File: src/rtl/countdown_pkg.sv
// Shared types and defaults for the countdown timer.
package countdown_pkg;

  localparam int unsigned DEFAULT_WIDTH = 4;

  typedef enum logic [1:0] {
    ST_STOPPED = 2'd0,
    ST_RUNNING = 2'd1,
    ST_DONE    = 2'd2
  } state_t;

endpackage

File: src/rtl/countdown_timer_tick_prescaler.sv
// Divides clk into one tick every PRESCALE enabled cycles; phase holds while disabled.
module tick_prescaler #(
  parameter int unsigned PRESCALE = 1
) (
  input  logic clk,
  input  logic reset_n,
  input  logic enable,
  input  logic clear,
  output logic tick
);

  localparam int unsigned CW = (PRESCALE > 1) ? $clog2(PRESCALE) : 1;
  localparam logic [CW-1:0] LAST = CW'(PRESCALE - 1);

  logic [CW-1:0] cnt;

  assign tick = enable && (cnt == LAST);

  always_ff @(posedge clk or negedge reset_n) begin
    if (!reset_n) begin
      cnt <= '0;
    end else if (clear) begin
      cnt <= '0;
    end else if (tick) begin
      cnt <= '0;
    end else if (enable) begin
      cnt <= cnt + CW'(1);
    end
  end

endmodule

File: src/rtl/countdown_timer.sv
// Loadable countdown timer with run/pause toggle, expiry pulse and optional auto-reload.
module countdown_timer
  import countdown_pkg::*;
#(
  parameter int unsigned WIDTH    = DEFAULT_WIDTH,
  parameter int unsigned PRESCALE = 1
) (
  input  logic             clk,
  input  logic             reset_n,
  input  logic             load,
  input  logic [WIDTH-1:0] load_value,
  input  logic             toggle,
  input  logic             auto_reload,
  output logic [WIDTH-1:0] timer,
  output logic             running,
  output logic             done,
  output logic             expired
);

  state_t           state;
  logic [WIDTH-1:0] reload;
  logic             tick;
  logic             pre_enable;

  // A load or toggle edge never advances the prescaler, so pausing keeps its phase.
  assign pre_enable = (state == ST_RUNNING) && !load && !toggle;

  tick_prescaler #(
    .PRESCALE(PRESCALE)
  ) u_prescaler (
    .clk    (clk),
    .reset_n(reset_n),
    .enable (pre_enable),
    .clear  (load),
    .tick   (tick)
  );

  always_ff @(posedge clk or negedge reset_n) begin
    if (!reset_n) begin
      state   <= ST_STOPPED;
      timer   <= '0;
      reload  <= '0;
      running <= 1'b0;
      done    <= 1'b0;
      expired <= 1'b0;
    end else begin
      expired <= 1'b0;
      if (load) begin
        timer  <= load_value;
        reload <= load_value;
        done   <= 1'b0;
        if ((load_value != '0) && (state == ST_RUNNING)) begin
          state   <= ST_RUNNING;
          running <= 1'b1;
        end else begin
          state   <= ST_STOPPED;
          running <= 1'b0;
        end
      end else if (toggle) begin
        if (state == ST_RUNNING) begin
          state   <= ST_STOPPED;
          running <= 1'b0;
        end else if ((state == ST_STOPPED) && (timer != '0)) begin
          state   <= ST_RUNNING;
          running <= 1'b1;
        end
      end else if (tick) begin
        // RUNNING never holds zero, so timer is at least 1 here.
        if (timer > WIDTH'(1)) begin
          timer <= timer - WIDTH'(1);
        end else if (auto_reload && (reload != '0)) begin
          timer   <= reload;
          expired <= 1'b1;
        end else begin
          timer   <= '0;
          expired <= 1'b1;
          state   <= ST_DONE;
          running <= 1'b0;
          done    <= 1'b1;
        end
      end
    end
  end

endmodule

File: config.mk
export PLATFORM = sky130hd
export DESIGN_NAME = countdown_timer
export DESIGN_NICKNAME = d
export VERILOG_FILES = /design/src/rtl/countdown_pkg.sv /design/src/rtl/countdown_timer_tick_prescaler.sv /design/src/rtl/countdown_timer.sv
export SDC_FILE = /design/constraint.sdc
export NUM_CORES = 1
export LEC_CHECK = 0
export BUFFER_PORTS_ARGS = -buffer_cell sky130_fd_sc_hd__buf_2
export CAP_MARGIN = 20
export CORE_MARGIN = 2
export CORE_UTILIZATION = 30
export DETAILED_ROUTE_END_ITERATION = 12
export PLACE_DENSITY = 0.52
export SLEW_MARGIN = 30
export SYNTH_ARGS = -nofsm -noshare
export SYNTH_HDL_FRONTEND = slang
export SYNTH_SLANG_ARGS = --single-unit
File: constraint.sdc
create_clock -name clk -period 4.8 [get_ports clk]
set_clock_uncertainty 0.05 [all_clocks]
set_input_delay 0.48 -clock clk [delete_from_list [all_inputs] [get_ports clk]]
set_output_delay 0.48 -clock clk [all_outputs]
set_load 0.02 [all_outputs]
==> results.md <==
- Clk sink count: 13
- Area grow syn2layout: 14.6%
- Die height: 54.7 µm
- CP Capture Type: flop
- RR Startpoint: timer[0]$_DFFE_PN0P_
- Routability Congestion: 0.732
- Synth unique cells: 32
- Port Buf Inserts: 15
- R2R setup slack: 2.91 ns
- Longest Clk Path Bufs: 2
- Postcts setup bufs: 0
- Crit path required time: 4.91 ns
- Critical path startpoint: timer[0]$_DFFE_PN0P_
- Yosys warnings: 0
- Chip Width: 54.7 µm
- DR vias/cell: 4.98
- Slew Viols, Final: 0
- Nets: 111
- Levels on crit path: 6
- CTS resizes: 0
- Clock-pin slew on the worst setup and hold paths: 0.08 ns
- Slew HR: 66.2%
- Crit Reg-Reg Endpoint: state[0]$_DFFE_PN0P_
- # DRC: 0
- Max-Cap Viols: 0
- GR Util All Layers: 13.1%
- Final hold violation count: 0
- Synthesized Nets: 94
- Reg2Reg Depth: 6
- Post-route minimum period: 1.89 ns
- Setup TNS: 0 ns
- Diodes inserted: 0
- Number of cell rows: 18
- Vias: 638
- Post-route cell area: 883 µm²
- Critical path, cell by cell: inv_1 > ha_1 > nor2_1 > nor3_1 > a311oi_1 > mux2_1
- Largest net degree at the start of global routing: 22
- PwrDens: 308 nW/µm²
- CTS Root Cell: clkbuf_4
- Total wire length: 1650 µm
- Status: finished clean
- Final period util: 39.3%
- Worst Hold Class: in -> async
- CTS tree: built
- RSZ-0062 raised after global routing: no
- Dpl ws: 2.78 ns
- Vias in the first global route: 617
- Worst skew pair latency: 0.28 ns
- Hold Slack: 0.0266 ns
- Share of cells above drive strength 1: 25.5%
- Synthesized cell area: 771 µm²
- Post-DP HPWL: 1290 µm
- Leakage: 0.414 nW
- CP Capture Point: state[0]$_DFFE_PN0P_
- Grt total ovfl: 0
- Crit path buf inv count: 1
- #FFs+latches synth: 13
- VDD IR max: 0.167 mV
- Setup ws final: 2.91 ns
- Initial antenna violation count: 0
- Final antenna-violating net count: 0
- Family with the most delay on the worst path: flip-flops
- Hold bufs inserted after CTS: 0
- Die area: 2990 µm²
- Data arrival, critical path: 2.00 ns
- Startpoint types: flop
- Slowest CP cell: dfrtp_1
- Sequential share of the synthesized area: 42.2%
- Fmax: 0.530 GHz
- First-pass GRT wire length: 2680 µm
- Placed cell areas: 857 µm²
- Post-Syn Instances: 82
- Pre-antenna DRT Iters: 4
- CTS HTree Levels: 1
- CP max stage delay: 0.45 ns
- CTS buffer count: 3
- Max FO, Critical Path: 7
- Initial Util: 31.4%
- Final setup viols: 0
- Tightest Pin Transition: 0.503 ns
- Worst Path Class, Setup: reg -> reg
- WL/cell: 12.9 µm
- Core area: 2450 µm²
- Average size of a mapped cell: 9.40 µm²
- Number of I/O pins: 16
- Initial drt markers: 11
-- state kept, by name, summed over array words and instances (netlist names) --
register,cells
expired,1
reload,4
timer,4
state,2
u_prescaler.cnt,1
done,1
-- area by class of cell --
| type | instances | area (µm²) |
|---|---|---|
| Tap cell | 30 | 37.5 |
| Inverter | 9 | 33.8 |
| Sequential cell | 13 | 325 |
| Fill cell | 262 | 1570 |
| Clock buffer | 4 | 26.3 |
| Multi-Input combinational cell | 57 | 385 |
| Timing Repair Buffer | 15 | 75.1 |
-- synth_stat cells, drive strengths merged --
library cell	n	share of area [%]
ha	3	4.9
and2	2	1.8
nand3	4	2.6
o22a	2	2.3
a311oi	3	3.4
nand2b	1	0.81
a21o	1	0.97
a22o	1	1.1
mux2	3	4.4
o31a	1	1.1
o22ai	1	0.81
nand3b	1	0.97
dfrtp	13	42
a21oi	7	5.0
o31ai	2	1.9
or2	1	0.81
buf	2	2.9
nor4	1	0.81
nor3b	2	2.6
or4	1	1.5
o41ai	1	1.1
clkbuf	1	0.49
nand2	6	2.9
nor2	5	2.4
nor3	2	1.3
o21ai	5	3.2
a32oi	1	1.1
inv	9	4.4
-- routing by layer --
layer | vias up | GRT usage [%] | wire length (µm)
met5 | - | 0 | 0
met4 | 0 | 8.75 | 21
met3 | 2 | 2.73 | 60
met2 | 10 | 20.0 | 763
met1 | 299 | 16.3 | 805
li1 | 327 | - | -
-- stage by stage --
stage / utilization [%] / total power [W] / cells
2_1_floorplan: - / 0.000185 / 82
3_3_place_gp: 34.9 / 0.000208 / 124
3_5_place_dp: 34.9 / 0.000208 / 124
4_1_cts: 36.0 / 0.000277 / 128
5_1_grt: 36.0 / 0.000293 / 128
6_report: 36.0 / 0.000272 / 128
-- cells by family after synthesis --
group	share of synthesized area, %
simple gates	18.5
compound gates	22.2
flops	42.2
buf+inv	7.79
mux	4.38
fa+ha+maj	4.87
-- placed cells by master, fill, tap and decap left out, types with 2 or more instances in the layout --
master / count
a21oi_1: 6
a311oi_1: 3
buf_2: 15
clkbuf_4: 3
dfrtp_1: 13
ha_1: 3
inv_1: 9
mux2_2: 2
nand2_1: 6
nand3_1: 4
nor2_1: 5
nor3_1: 2
o21ai_0: 5
o22a_1: 2
o31ai_1: 2
-- worst min-delay path by stage --
stage	from	endpoint
4_1_cts	reset_n	reload[1]$_DFFE_PN0P_
6_report	reset_n	reload[1]$_DFFE_PN0P_
2_1_floorplan	reset_n	done$_DFFE_PN0P_
5_1_grt	reset_n	reload[2]$_DFFE_PN0P_
3_5_place_dp	reset_n	reload[2]$_DFFE_PN0P_
3_3_place_gp	reset_n	reload[2]$_DFFE_PN0P_
-- where the power goes --
| part | switching [W] | internal, W |
|---|---|---|
| sequential | 0.0000117 | 0.000119 |
| combinational | 0.0000441 | 0.0000307 |
| clock | 0.0000345 | 0.0000322 |
| total | 0.0000903 | 0.000182 |
(Power assumes the default switching activity.)
